<file path="src/rtl/dft_bin_acc_pkg.sv">
// Shared types and default widths for the two-bin DFT accumulator.
// DEF_NCO_LAT must match the latency of the NCO instance paired with this block.
package dft_bin_acc_pkg;
  localparam int DEF_N_LOG2   = 7;
  localparam int DEF_SAMPLE_W = 16;
  localparam int DEF_NCO_W    = 18;
  localparam int DEF_ACC_W    = 42;
  localparam int DEF_NCO_LAT  = 6;
  localparam int POW_W        = 36;
  localparam int MAG_TOP_W    = 18;

  typedef enum logic [2:0] {
    IDLE,
    PRIME,
    ACC,
    FLUSH,
    MAG,
    DONE
  } state_t;
endpackage

</file>
<file path="src/rtl/dft_bin_acc_cmac_bin.sv">
// One frequency bin: sample times cos/sin, then accumulate re = sum x*cos, im = -sum x*sin.
// clr dominates en and also discards any product already in flight.
module cmac_bin
  import dft_bin_acc_pkg::*;
#(
  parameter int SAMPLE_W = DEF_SAMPLE_W,
  parameter int NCO_W    = DEF_NCO_W,
  parameter int ACC_W    = DEF_ACC_W
) (
  input  logic                       clk,
  input  logic                       rst_n,
  input  logic                       clr,
  input  logic                       en,
  input  logic signed [SAMPLE_W-1:0] sample,
  input  logic signed [NCO_W-1:0]    coef_cos,
  input  logic signed [NCO_W-1:0]    coef_sin,
  output logic signed [ACC_W-1:0]    re,
  output logic signed [ACC_W-1:0]    im
);
  localparam int PROD_W = SAMPLE_W + NCO_W;

  logic signed [PROD_W-1:0] x_ext;
  logic signed [PROD_W-1:0] c_ext;
  logic signed [PROD_W-1:0] s_ext;
  logic signed [PROD_W-1:0] mul_cos;
  logic signed [PROD_W-1:0] mul_sin;
  logic signed [PROD_W-1:0] prod_re_p1;
  logic signed [PROD_W-1:0] prod_im_p1;
  logic                     vld_p1;

  function automatic logic signed [ACC_W-1:0] sext_prod(input logic signed [PROD_W-1:0] p);
    return {{(ACC_W-PROD_W){p[PROD_W-1]}}, p};
  endfunction

  assign x_ext   = PROD_W'(sample);
  assign c_ext   = PROD_W'(coef_cos);
  assign s_ext   = PROD_W'(coef_sin);
  assign mul_cos = x_ext * c_ext;
  assign mul_sin = x_ext * s_ext;

  // Stage 1: full-precision products; the sin product is negated here
  always_ff @(posedge clk or negedge rst_n) begin
    if (!rst_n) vld_p1 <= 1'b0;
    else        vld_p1 <= en && !clr;
  end

  always_ff @(posedge clk) begin
    prod_re_p1 <= mul_cos;
    prod_im_p1 <= -mul_sin;
  end

  // Stage 2: sign-extend and accumulate, wrapping modulo 2^ACC_W
  always_ff @(posedge clk or negedge rst_n) begin
    if (!rst_n) begin
      re <= '0;
      im <= '0;
    end else if (clr) begin
      re <= '0;
      im <= '0;
    end else if (vld_p1) begin
      re <= re + sext_prod(prod_re_p1);
      im <= im + sext_prod(prod_im_p1);
    end
  end
endmodule

</file>
<file path="src/rtl/dft_bin_acc.sv">
// Two-bin DFT correlator: primes the NCO, streams one frame of samples, hands sums downstream.
// Optional power output enabled by defining DFT_BIN_ACC_MAG_EN.
module dft_bin_acc
  import dft_bin_acc_pkg::*;
#(
  parameter int N_LOG2   = DEF_N_LOG2,
  parameter int SAMPLE_W = DEF_SAMPLE_W,
  parameter int NCO_W    = DEF_NCO_W,
  parameter int ACC_W    = DEF_ACC_W,
  parameter int NCO_LAT  = DEF_NCO_LAT
) (
  input  logic                       CK,
  input  logic                       RST_N,
  input  logic                       START,
  output logic                       NCO_START,
  input  logic signed [NCO_W-1:0]    cos0,
  input  logic signed [NCO_W-1:0]    sin0,
  input  logic signed [NCO_W-1:0]    cos1,
  input  logic signed [NCO_W-1:0]    sin1,
  output logic [N_LOG2-1:0]          RD_ADDR,
  input  logic signed [SAMPLE_W-1:0] RD_DATA,
  output logic                       BUSY,
  output logic                       OUT_VALID,
  input  logic                       OUT_READY,
  output logic signed [ACC_W-1:0]    re0,
  output logic signed [ACC_W-1:0]    im0,
  output logic signed [ACC_W-1:0]    re1,
  output logic signed [ACC_W-1:0]    im1,
  output logic [POW_W-1:0]           pow0,
  output logic [POW_W-1:0]           pow1
);
  localparam int                CNT_W      = (N_LOG2 > 4) ? N_LOG2 : 4;
  localparam logic [CNT_W-1:0]  PRIME_LAST = CNT_W'(NCO_LAT - 1);
  localparam logic [CNT_W-1:0]  ACC_LAST   = CNT_W'((1 << N_LOG2) - 1);
  localparam logic [CNT_W-1:0]  TWO_LAST   = CNT_W'(1);
  localparam logic [N_LOG2-1:0] ADDR_LAST  = '1;

  state_t           state;
  logic [CNT_W-1:0] cnt;
  logic             acc_en;

  // Samples requested during PRIME/ACC land on RD_DATA exactly during the ACC cycles
  assign acc_en = (state == ACC);

  always_ff @(posedge CK or negedge RST_N) begin
    if (!RST_N) begin
      state     <= IDLE;
      cnt       <= '0;
      NCO_START <= 1'b0;
      RD_ADDR   <= '0;
      BUSY      <= 1'b0;
      OUT_VALID <= 1'b0;
    end else begin
      NCO_START <= 1'b0;
      if (START && state != DONE) begin
        state     <= PRIME;
        cnt       <= '0;
        NCO_START <= 1'b1;
        RD_ADDR   <= '0;
        BUSY      <= 1'b1;
        OUT_VALID <= 1'b0;
      end else begin
        case (state)
          PRIME: begin
            if (cnt == PRIME_LAST) begin
              state   <= ACC;
              cnt     <= '0;
              RD_ADDR <= N_LOG2'(1);
            end else begin
              cnt <= cnt + 1'b1;
            end
          end
          ACC: begin
            if (cnt == ACC_LAST) begin
              state   <= FLUSH;
              cnt     <= '0;
              RD_ADDR <= '0;
            end else begin
              cnt <= cnt + 1'b1;
              if (RD_ADDR != ADDR_LAST) RD_ADDR <= RD_ADDR + 1'b1;
            end
          end
          FLUSH: begin
            if (cnt == TWO_LAST) begin
              cnt <= '0;
`ifdef DFT_BIN_ACC_MAG_EN
              state <= MAG;
`else
              state     <= DONE;
              BUSY      <= 1'b0;
              OUT_VALID <= 1'b1;
`endif
            end else begin
              cnt <= cnt + 1'b1;
            end
          end
          MAG: begin
            if (cnt == TWO_LAST) begin
              state     <= DONE;
              cnt       <= '0;
              BUSY      <= 1'b0;
              OUT_VALID <= 1'b1;
            end else begin
              cnt <= cnt + 1'b1;
            end
          end
          DONE: begin
            if (OUT_READY) begin
              state     <= IDLE;
              OUT_VALID <= 1'b0;
            end
          end
          default: ;
        endcase
      end
    end
  end

  // The NCO_START pulse doubles as the accumulator clear
  cmac_bin #(.SAMPLE_W(SAMPLE_W), .NCO_W(NCO_W), .ACC_W(ACC_W)) u_bin0 (
    .clk(CK), .rst_n(RST_N), .clr(NCO_START), .en(acc_en), .sample(RD_DATA),
    .coef_cos(cos0), .coef_sin(sin0), .re(re0), .im(im0)
  );

  cmac_bin #(.SAMPLE_W(SAMPLE_W), .NCO_W(NCO_W), .ACC_W(ACC_W)) u_bin1 (
    .clk(CK), .rst_n(RST_N), .clr(NCO_START), .en(acc_en), .sample(RD_DATA),
    .coef_cos(cos1), .coef_sin(sin1), .re(re1), .im(im1)
  );

`ifdef DFT_BIN_ACC_MAG_EN
  logic [POW_W-1:0] sq_re0_p1;
  logic [POW_W-1:0] sq_im0_p1;
  logic [POW_W-1:0] sq_re1_p1;
  logic [POW_W-1:0] sq_im1_p1;

  function automatic logic [POW_W-1:0] square_top(input logic signed [ACC_W-1:0] acc);
    logic signed [MAG_TOP_W-1:0] top;
    logic signed [POW_W-1:0]     w;
    top = acc[ACC_W-1 -: MAG_TOP_W];
    w   = POW_W'(top);
    return w * w;
  endfunction

  function automatic logic [POW_W-1:0] sat_pow(input logic [POW_W-1:0] a, input logic [POW_W-1:0] b);
    logic [POW_W:0] s;
    s = {1'b0, a} + {1'b0, b};
    return s[POW_W] ? {POW_W{1'b1}} : s[POW_W-1:0];
  endfunction

  // MAG cycle 0: square the top bits of each accumulator
  always_ff @(posedge CK) begin
    if (state == MAG && cnt == '0) begin
      sq_re0_p1 <= square_top(re0);
      sq_im0_p1 <= square_top(im0);
      sq_re1_p1 <= square_top(re1);
      sq_im1_p1 <= square_top(im1);
    end
  end

  // MAG cycle 1: saturating sum of squares
  always_ff @(posedge CK or negedge RST_N) begin
    if (!RST_N) begin
      pow0 <= '0;
      pow1 <= '0;
    end else if (NCO_START) begin
      pow0 <= '0;
      pow1 <= '0;
    end else if (state == MAG && cnt == TWO_LAST) begin
      pow0 <= sat_pow(sq_re0_p1, sq_im0_p1);
      pow1 <= sat_pow(sq_re1_p1, sq_im1_p1);
    end
  end
`else
  assign pow0 = '0;
  assign pow1 = '0;
`endif
endmodule

</file>
<file path="config.mk">
export PLATFORM = sky130hd
export DESIGN_NAME = dft_bin_acc
export DESIGN_NICKNAME = d
export VERILOG_FILES = /design/src/rtl/dft_bin_acc_pkg.sv /design/src/rtl/dft_bin_acc_cmac_bin.sv /design/src/rtl/dft_bin_acc.sv
export SDC_FILE = /design/constraint.sdc
export NUM_CORES = 2
export LEC_CHECK = 0
export ABC_AREA = 0
export CAP_MARGIN = 20
export CORE_UTILIZATION = 37
export CTS_BUF_LIST = sky130_fd_sc_hd__clkbuf_2
export CTS_CLUSTER_SIZE = 40
export DETAILED_ROUTE_END_ITERATION = 6
export SLEW_MARGIN = 0
export SYNTH_ARGS = -nofsm -noshare
export SYNTH_HDL_FRONTEND = slang
export SYNTH_SLANG_ARGS = --single-unit
</file>
<file path="constraint.sdc">
create_clock -name CK -period 9.3 [get_ports CK]
set_clock_uncertainty 0.15 [all_clocks]
set_input_delay 2.325 -clock CK [delete_from_list [all_inputs] [get_ports CK]]
set_output_delay 2.325 -clock CK [all_outputs]
set_load 0.02 [all_outputs]
</file>
==> qor.txt <==
xor/xnor cell area share of the yosys netlist: 3.95%
Synth Cell Area: 63,100 um^2
CTS Buffer Depth: 3
DP Worst Slack: 0.119 ns
Crit Path Class: in -> reg
worst skew pair latency: 1.47 ns
ratio of cells with drive above 1 in the final layout: 5.86%
DIE AREA: 172,000 um^2
fmax: 127 MHz
Hold Crit Class: reg -> reg
main combinational cell family by area after synthesis: adder cells
Final Hold Vio Count: 0
startpoint types: input port
Placement Rows: 151
final non-filler cell total: 9,598
Root Driver: clkbuf_2
most used flip-flop cell after synthesis: dfrtp_1
EDFF count, synth: 0
cell count after synthesis: 6,987
Setup-failing EPs final: 0
post-synthesis compound-gate area fraction: 9.66%
drt via density: 4.96
cell count after placement: 9,405
vias in the first global route: 50.5k
period utilization: 84.6%
number of synthesized register bits: 325
Final #Nets: 9,088
grt total ovfl: 0
outcome: complete, no violations
GRT Overall Usage: 20.9%
CTS-repair resized insts: 0
Chip Width: 415 um
total negative slack: 0 ns
post-CTS setup buffers: 0
total CTS buffers: 97
min Tclk post-route: 7.87 ns
DRT iter0 DRCs: 2,703
drt pass-1 iters: 6
post-synthesis average cell area: 9.04 um^2
GPL Wtd Cong: 0.934
clk sink count: 325
Critical Path RT: 10.51 ns
antenna violations before repair: 19
final core occ: 41.3%
setup ws final: 1.43 ns
Area Overhead vs Synth: 10.9%
post-synth top area share: 36.6%
vias: 47.6k
H-tree depth: 3
I/O Pins: 342
WL/cell: 18.4 um
area share of and/or/nand/nor cells after synthesis: 15.1%
CORE AREA: 169,000 um^2
Initial Utilization: 37.3%
endpoint class of the critical path: flip-flop
Die Span Y: 415 um
Final ANT Viol Nets: 0
critical path arrival: 9.08 ns
final wirelength: 176,000 um
CTS tree: built
Post-Synth Adder-Cell Area: 47.6%
Hold-fix buffers, CTS: 0
mux share of post-synthesis cell area: 1.40%
RSZ-0062 raised after global routing: no
first-pass GRT wire length: 283,000 um
Seq/Total Area, Yosys: 11.8%
max_slew headroom: 29.5%
max-cap violation count: 0
fin. max-slew vios: 0
Clock transition at path regs: 0.10 ns
PortBufs: 269
critical path peak fanout: 10
ranking of synthesized cells by area: fa_1 (37%), ha_1 (11%), inv_1 (8.0%)
Post-synth ARST share: 58.2%
largest net degree at the start of global routing: 82
cell taking the most area after synthesis: fa_1
DPL Wire Length: 145,000 um
worst slew pin tran: 1.06 ns
DR DRC count: 0
Netlist cell types: 99
Synth Warn #: 0
-- state kept, by name (all words and copies together), names as in the netlist --
name / cells
u_bin1.re: 42
RD_ADDR: 7
BUSY: 1
NCO_START: 1
u_bin0.im: 42
cnt: 7
OUT_VALID: 1
u_bin1.im: 42
u_bin0.re: 42
u_bin1.prod_re_p1: 34
state: 3
u_bin1.prod_im_p1: 34
u_bin0.prod_re_p1: 34
u_bin1.vld_p1: 1
u_bin0.prod_im_p1: 34
-- metrics by stage --
stage	instance area [um^2]	hold slack, ns
final	70000	0.373
after global routing	70000	0.399
after CTS	70000	0.376
after detailed placement	69000	0.353
after global placement	69000	0.344
after floorplan	63400	0.316
-- cells in the mapped netlist, drive strengths merged (81+ instances only) --
cell type  instances
mux2i             85
nor2             353
a21oi            264
nand2            715
xnor2            203
dfrtp            189
a21o             153
inv             1354
ha               553
and2             554
dfxtp            136
o21ai            189
fa              1156
clkbuf           260
xor2              82
buf               81
-- cells in the final DEF, fill, tap and decap left out, types with 11 or more instances in the layout --
| cell | instances |
|---|---|
| dfrtp_1 | 187 |
| nand3_1 | 71 |
| clkbuf_2 | 132 |
| ha_1 | 553 |
| nor3_1 | 49 |
| xnor2_1 | 203 |
| inv_1 | 1353 |
| xor2_1 | 82 |
| a21oi_1 | 259 |
| o21bai_1 | 45 |
| buf_2 | 15 |
| buf_12 | 20 |
| or3_1 | 26 |
| clkdlybuf4s50_1 | 253 |
| fa_1 | 1156 |
| clkinv_2 | 11 |
| and3_1 | 26 |
| o21ai_1 | 37 |
| dfxtp_1 | 136 |
| mux2i_1 | 85 |
| o21ai_0 | 150 |
| nand2b_1 | 44 |
| nand3b_1 | 18 |
| a21o_1 | 153 |
| o22ai_1 | 15 |
| a31oi_1 | 27 |
| nand2_1 | 714 |
| nor2b_1 | 30 |
| a211oi_1 | 43 |
| clkinv_1 | 28 |
| o21a_1 | 35 |
| and2_1 | 554 |
| o31ai_1 | 13 |
| o211ai_1 | 21 |
| nand4_1 | 29 |
| nor2_1 | 352 |
| diode_2 | 13 |
| buf_4 | 181 |
| conb_1 | 72 |
-- worst paths after layout --
kind	start	to	slack, ns	cells after the start
worst max-delay path	cos1[12]	u_bin1.prod_re_p1[33]	1.43	23
worst min-delay path	u_bin0.im[26]	u_bin0.im[26]	0.37	1
worst max register to register	u_bin0.im[0]	u_bin0.im[26]	5.35	12
worst min register to register	u_bin0.im[26]	u_bin0.im[26]	0.37	1
max in group asynchronous	RST_N	u_bin0.im[9]	6.82	2
min in group asynchronous	RST_N	u_bin1.re[41]	0.75	1
-- kinds of logic (layout without fill, tap and decap cells) --
| family | count (synthesis) | count (layout) |
|---|---|---|
| multiplexers | 88 | 88 |
| AND/OR/NAND/NOR | 1956 | 1956 |
| buffers and inverters | 1696 | 2005 |
| AO/OA/AOI/OAI | 927 | 927 |
| other | 1 | 85 |
| adder cells (fa/ha/maj) | 1709 | 1709 |
| flip-flops | 325 | 325 |
| XOR/XNOR | 285 | 285 |
-- final cells by class --
class | instances | area [um^2]
Fill cell | 16800 | 99400
Multi-Input combinational cell | 5037 | 49300
Sequential cell | 325 | 7460
Inverter | 1355 | 5090
Timing Repair Buffer | 471 | 4410
Tap cell | 2218 | 2780
Clock buffer | 132 | 661
Clock inverter | 47 | 269
Antenna cell | 13 | 32.5
-- worst max-delay path, cell delays in order --
cell	delay [ns]
clkdlybuf4s50_1	0.80
buf_4	0.26
nand2_1	0.08
fa_1	0.56
inv_1	0.05
fa_1	0.45
fa_1	0.56
fa_1	0.44
fa_1	0.49
inv_1	0.05
fa_1	0.48
inv_1	0.04
ha_1	0.31
nand4_1	0.14
or2_2	0.34
o31ai_1	0.47
o41ai_1	0.16
buf_4	0.16
o21ai_0	0.45
nand4_1	0.15
nand2_1	0.10
xnor2_1	0.07
buf_4	0.14
-- per-layer routing --
layer	vias to the layer above	part of all wire (%)	track usage, %
met4	10	3.2	7.09
met3	266	6.9	4.22
met1	23800	44	28.4
met2	1274	46	33.2
li1	22300	-	-
met5	-	0.038	0
Power is left out: the tool's default activity adds up to more than one toggle a clock period on the data nets, which glitch-free logic cannot reach.
